## config.mk

```make
export PLATFORM = sky130hd
export DESIGN_NAME = pipeline_issuer
export DESIGN_NICKNAME = d
export VERILOG_FILES = /design/src/rtl/pipeline_issuer.sv
export SDC_FILE = /design/constraint.sdc
export NUM_CORES = 1
export LEC_CHECK = 0
export ABC_AREA = 1
export CORE_ASPECT_RATIO = 1.5
export CORE_MARGIN = 3
export CORE_UTILIZATION = 55
export CTS_BUF_LIST = sky130_fd_sc_hd__clkbuf_16
export CTS_CLUSTER_SIZE = 40
export DETAILED_ROUTE_END_ITERATION = 8
export DONT_BUFFER_PORTS = 1
export MAX_ROUTING_LAYER = met4
export PLACE_DENSITY_LB_ADDON = 0.12
export RECOVER_POWER = 50
export SETUP_SLACK_MARGIN = 0.05
export SYNTH_ARGS = -nofsm -noshare
export SYNTH_HDL_FRONTEND = slang
export SYNTH_SLANG_ARGS = --single-unit
```

## constraint.sdc

```tcl
create_clock -name clk -period 6.4 [get_ports clk]
set_input_delay 0.96 -clock clk [delete_from_list [all_inputs] [get_ports clk]]
set_output_delay 0.96 -clock clk [all_outputs]
set_load 0.005 [all_outputs]
```

## src/rtl/pipeline_issuer.sv

```systemverilog
// Program-buffer issuer for the four-stage register/ALU/memory pipeline.
// Inserts bubbles on read-after-write hazards because the pipeline has no forwarding.
//   state | meaning
//   IDLE  | buffer writable, waiting for start
//   RUN   | fetching buffer[pc], issuing or stalling each cycle
//   DRAIN | last instruction issued, waiting for it to retire
//   DONE  | one-cycle completion pulse
module pipeline_issuer #(
    parameter int DEPTH     = 16,
    parameter int AW        = 4,
    parameter int HAZ_DEPTH = 2,
    parameter int PIPE_LAT  = 4
) (
    input  logic          clk,
    input  logic          rst_n,
    input  logic          load_en,
    input  logic [AW-1:0] load_addr,
    input  logic [23:0]   load_data,
    input  logic [AW:0]   prog_len,
    input  logic          start,
    output logic          issue_valid,
    output logic [3:0]    func,
    output logic [3:0]    rwa,
    output logic [3:0]    ra1,
    output logic [3:0]    ra2,
    output logic [7:0]    ma,
    output logic          busy,
    output logic          done,
    output logic [7:0]    stall_cnt
);
    localparam int CW = $clog2(PIPE_LAT + 1);

    typedef enum logic [1:0] {S_IDLE, S_RUN, S_DRAIN, S_DONE} state_t;

    state_t                      state_q, state_d;
    logic [23:0]                 buf_mem [DEPTH];
    logic [AW:0]                 pc_q, pc_d, len_q, len_d;
    logic [CW-1:0]               drain_q, drain_d;
    logic [7:0]                  stall_q, stall_d;
    logic [HAZ_DEPTH-1:0]        slot_v_q, slot_v_d;
    logic [HAZ_DEPTH-1:0][3:0]   slot_rwa_q, slot_rwa_d;
    logic                        valid_q, valid_d, busy_q, busy_d, done_q, done_d;
    logic [23:0]                 instr_q, instr_d;
    logic [23:0]                 cand;
    logic                        hazard;

    // The buffer is deliberately left out of reset so a restart can replay it.
    always_ff @(posedge clk) begin
        if (rst_n && load_en && state_q == S_IDLE) begin
            buf_mem[load_addr] <= load_data;
        end
    end

    assign cand = buf_mem[pc_q[AW-1:0]];

    always_comb begin
        hazard = 1'b0;
        for (int i = 0; i < HAZ_DEPTH; i++) begin
            if (slot_v_q[i] && (slot_rwa_q[i] == cand[15:12] || slot_rwa_q[i] == cand[11:8])) begin
                hazard = 1'b1;
            end
        end
    end

    always_comb begin
        state_d    = state_q;
        pc_d       = pc_q;
        len_d      = len_q;
        drain_d    = drain_q;
        stall_d    = stall_q;
        slot_v_d   = slot_v_q;
        slot_rwa_d = slot_rwa_q;
        valid_d    = 1'b0;
        instr_d    = '0;
        case (state_q)
            S_IDLE: begin
                if (start) begin
                    len_d    = prog_len;
                    pc_d     = '0;
                    stall_d  = '0;
                    slot_v_d = '0;
                    state_d  = (prog_len == '0) ? S_DONE : S_RUN;
                end
            end
            S_RUN: begin
                for (int i = 1; i < HAZ_DEPTH; i++) begin
                    slot_v_d[i]   = slot_v_q[i-1];
                    slot_rwa_d[i] = slot_rwa_q[i-1];
                end
                if (!hazard) begin
                    valid_d       = 1'b1;
                    instr_d       = cand;
                    slot_v_d[0]   = 1'b1;
                    slot_rwa_d[0] = cand[19:16];
                    pc_d          = pc_q + 1'b1;
                    if (pc_q == len_q - 1'b1) begin
                        state_d = S_DRAIN;
                        drain_d = CW'(PIPE_LAT);
                    end
                end else begin
                    slot_v_d[0]   = 1'b0;
                    slot_rwa_d[0] = '0;
                    if (stall_q != 8'hFF) begin
                        stall_d = stall_q + 8'd1;
                    end
                end
            end
            S_DRAIN: begin
                for (int i = 1; i < HAZ_DEPTH; i++) begin
                    slot_v_d[i]   = slot_v_q[i-1];
                    slot_rwa_d[i] = slot_rwa_q[i-1];
                end
                slot_v_d[0]   = 1'b0;
                slot_rwa_d[0] = '0;
                if (drain_q == '0) begin
                    state_d = S_DONE;
                end else begin
                    drain_d = drain_q - 1'b1;
                end
            end
            S_DONE: begin
                state_d = S_IDLE;
            end
            default: state_d = S_IDLE;
        endcase
        busy_d = (state_d == S_RUN) || (state_d == S_DRAIN);
        done_d = (state_d == S_DONE);
    end

    always_ff @(posedge clk) begin
        if (!rst_n) begin
            state_q    <= S_IDLE;
            pc_q       <= '0;
            len_q      <= '0;
            drain_q    <= '0;
            stall_q    <= '0;
            slot_v_q   <= '0;
            slot_rwa_q <= '0;
            valid_q    <= 1'b0;
            instr_q    <= '0;
            busy_q     <= 1'b0;
            done_q     <= 1'b0;
        end else begin
            state_q    <= state_d;
            pc_q       <= pc_d;
            len_q      <= len_d;
            drain_q    <= drain_d;
            stall_q    <= stall_d;
            slot_v_q   <= slot_v_d;
            slot_rwa_q <= slot_rwa_d;
            valid_q    <= valid_d;
            instr_q    <= instr_d;
            busy_q     <= busy_d;
            done_q     <= done_d;
        end
    end

    assign issue_valid = valid_q;
    assign func        = instr_q[23:20];
    assign rwa         = instr_q[19:16];
    assign ra1         = instr_q[15:12];
    assign ra2         = instr_q[11:8];
    assign ma          = instr_q[7:0];
    assign busy        = busy_q;
    assign done        = done_q;
    assign stall_cnt   = stall_q;
endmodule

```

==> results.json <==
{
  "hold_ws_ns": 0.4639,
  "power_density_nw_per_um2": 308.3,
  "dr.pass1.iters": 5,
  "crit_type": "reg -> reg",
  "synth_edf_count": 384,
  "final_util_pct": 60.99,
  "portBuffers": 0,
  "skew_ns": 0.02564,
  "cts_hold_buf": 0,
  "crit_path_start_kind": "flip-flop",
  "tightest_slew_ns": 1.192,
  "grt_pass1_vias": 11640,
  "yosysWarningCount": 0,
  "max-clock-path-buffers": 3,
  "rr_worst_depth": 17,
  "ir_drop_v": 0.0002225,
  "wl_met1_um": 16850,
  "cts_max_level": 2,
  "area_delta_synth_final_pct": 9.199,
  "hold_path_startpoint": "drain_q[1]$_SDFFE_PN0P_",
  "yosysUniqueCellTypes": 35,
  "r2r_slack_ns": 2.14,
  "path_max_fanout": 85,
  "cts_tree": "built",
  "vias": 11830,
  "clock-sinks": 448,
  "r2r-end": "instr_q[12]$_SDFF_PP0_",
  "fin_area_sq_um": 19900,
  "syn_area_sq_um": 18230,
  "grt_max_degree": 109,
  "placed_cell_area_sq_um": 18550,
  "drt_iter0_markers": 971,
  "min_to": "drain_q[1]$_SDFFE_PN0P_",
  "min_path_cells": 2,
  "synth.avg_cell_area_sq_um": 11.64,
  "clkSlewWorstSetupHoldPaths_ns": 0.06,
  "synth_area_leader_cell": "edfxtp_1",
  "hold_viol_final": 0,
  "arrival_ns": 4.64,
  "io-pin-count": 72,
  "place.gp.congestion": 0.8935,
  "vias_per_cell": 5.958,
  "setup_viol": 0,
  "drc": 0,
  "insertion_delay_ns": 0.55,
  "antenna_found_initial": 0,
  "top_layer_used": "met4",
  "leakage_nw": 7.037,
  "critPathCaptureType": "flip-flop",
  "p_sw_mw": 1.398,
  "finalCritPeriodShare_pct": 66.52,
  "globalRouteOverflowTotal": 0,
  "p_sw_share_pct": 22.79,
  "hp-class": "reg -> reg",
  "place.detailed.hpwl_um": 22880,
  "die_area_sq_um": 35400,
  "ant_nets": 0,
  "synthTopCellsByArea": "edfxtp_1 63%, dfxtp_1 7.0%, nand2_1 5.6%",
  "num_antenna_cells": 0,
  "worst_ep_required_time_ns": 6.78,
  "internal_power_mw": 4.738,
  "syn_inst": 1566,
  "grt_pass1_wl_um": 66930,
  "core_sq_um": 32630,
  "synth_top_area_share_pct": 63.27,
  "wl_per_cell_um": 22.09,
  "max-cap-violations": 0,
  "finalNetCount": 1585,
  "cts-root-buf": "clkbuf_16",
  "drive_gt1_share_pct": 8.662,
  "yosysMostFrequentCell": "edfxtp_1",
  "cts_resized": 0,
  "period_needed_ns": 4.258,
  "routed-wl-met3_um": 2975,
  "ys_seq_elements": 448,
  "die_h_um": 229.0,
  "rsz0062_at_grt": "false",
  "ys_seq_area_share_pct": 70.30,
  "cts_setup_buffers": 0,
  "track_usage_pct": 25.44,
  "die_x_um": 154.6,
  "comb_power_share_pct": 6.6,
  "synth_nets": 1614,
  "seqPwrFrac_pct": 53.1,
  "drt_wl_total_um": 43850,
  "setup_tns_ns": 0,
  "slew_headroom_pct": 20.33,
  "yosys-top-cells-count": "384 x edfxtp_1, 271 x nand2_1, 202 x nor2_1",
  "synthArstFlopShare_pct": 0,
  "numCtsBuffers": 42,
  "start_util_pct": 55.85,
  "row_count": 81,
  "wl_met2_um": 22570,
  "ys.flop_type": "edfxtp_1",
  "outcome": "complete, no violations",
  "slew_violations": 0,
  "timing.fmax_ghz": 0.2349,
  "power.share.clock_pct": 40.3
}
registers in the layout (all words and copies together), names as in the netlist, named ones only:
name         count
len_q            5
drain_q          3
done             1
slot_rwa_q       8
slot_v_q         2
instr_q         24
busy             1
pc_q             5
stall_cnt        8
issue_valid      1
buf_mem        384
state_q          2
area by class of cell:
type	count	area (sq um)
fill	2579	12730
sequential	448	12820
inverter	97	366.6
clock buffer	42	1051
multi-input combinational	933	4726
tap	415	519.2
clock inverter	35	309.0
timing repair buffer	15	112.6
worst max-delay path by stage:
stage	cells after the start	to
detailed placement	17	instr_q[12]$_SDFF_PP0_
CTS	17	instr_q[12]$_SDFF_PP0_
global placement	18	flip-flop
global route	17	instr_q[12]$_SDFF_PP0_
floorplan	5	buf_mem[0][0]$_DFFE_PP_
finish	17	instr_q[12]$_SDFF_PP0_
stage by stage:
stage / setup slack, ns / total power [mW] / instances
6_report: 2.142 / 6.136 / 1985
5_1_grt: 1.773 / 6.336 / 1985
4_1_cts: 2.188 / 6.165 / 1985
3_5_place_dp: 2.254 / 3.726 / 1908
3_3_place_gp: 2.321 / 3.720 / 1908
2_1_floorplan: 3.109 / 3.628 / 1566
cells by family after synthesis:
group	share of synthesized area (%)
simple gates	14.18
flops	70.30
xor+xnor	0.5286
fa+ha+maj	0.7551
buf+inv	4.393
compound gates	9.844
worst max-delay path, stage by stage (launching register included):
cell	delay (ns)
dfxtp_4	0.73
buf_4	0.63
buf_4	0.78
nor2_1	0.11
nor2_1	0.12
o21ai_1	0.08
nand3_1	0.13
nand3_2	0.12
nand3_1	0.12
nand2_1	0.06
nor2_1	0.09
nand2_1	0.06
nand2_1	0.07
nand2_2	0.09
nand3_4	0.12
nor2_4	0.04
inv_2	0.59
a21oi_1	0.10
power groups by stage:
stage | Clock [mW] | Combinational [mW] | Sequential (mW)
after floorplan | 0 | 0.332 | 3.30
after global placement | 0 | 0.398 | 3.32
after detailed placement | 0 | 0.404 | 3.32
after CTS | 2.50 | 0.406 | 3.26
after global routing | 2.61 | 0.459 | 3.26
final | 2.47 | 0.405 | 3.26
layer usage:
metal  up-vias  GRT usage (%)
met5         -              -
met4         0          8.589
met3       100          4.319
met2       394          43.78
met1      5866          30.43
li1       5467              -
cells in the final DEF, fill, tap and decap left out, types with 2 or more instances in the layout:
| master | count |
|---|---|
| a211oi_2 | 8 |
| o22ai_1 | 17 |
| inv_2 | 3 |
| nand2_1 | 271 |
| a21oi_1 | 53 |
| nor2_1 | 187 |
| inv_1 | 97 |
| dfxtp_2 | 2 |
| nand3_2 | 17 |
| o211ai_1 | 3 |
| o21ai_0 | 149 |
| clkinv_2 | 9 |
| buf_4 | 15 |
| nor2_4 | 16 |
| clkbuf_16 | 42 |
| edfxtp_1 | 384 |
| xnor2_1 | 4 |
| bufinv_16 | 5 |
| clkinv_1 | 11 |
| nor3_1 | 4 |
| clkinvlp_4 | 2 |
| nand4_1 | 6 |
| ha_1 | 11 |
| xor2_1 | 7 |
| o21ai_1 | 17 |
| a21oi_2 | 2 |
| nand3_1 | 97 |
| a211oi_1 | 8 |
| nand2_2 | 6 |
| dfxtp_1 | 61 |
| o221ai_1 | 44 |
| inv_6 | 3 |
(Power assumes the default switching activity.)
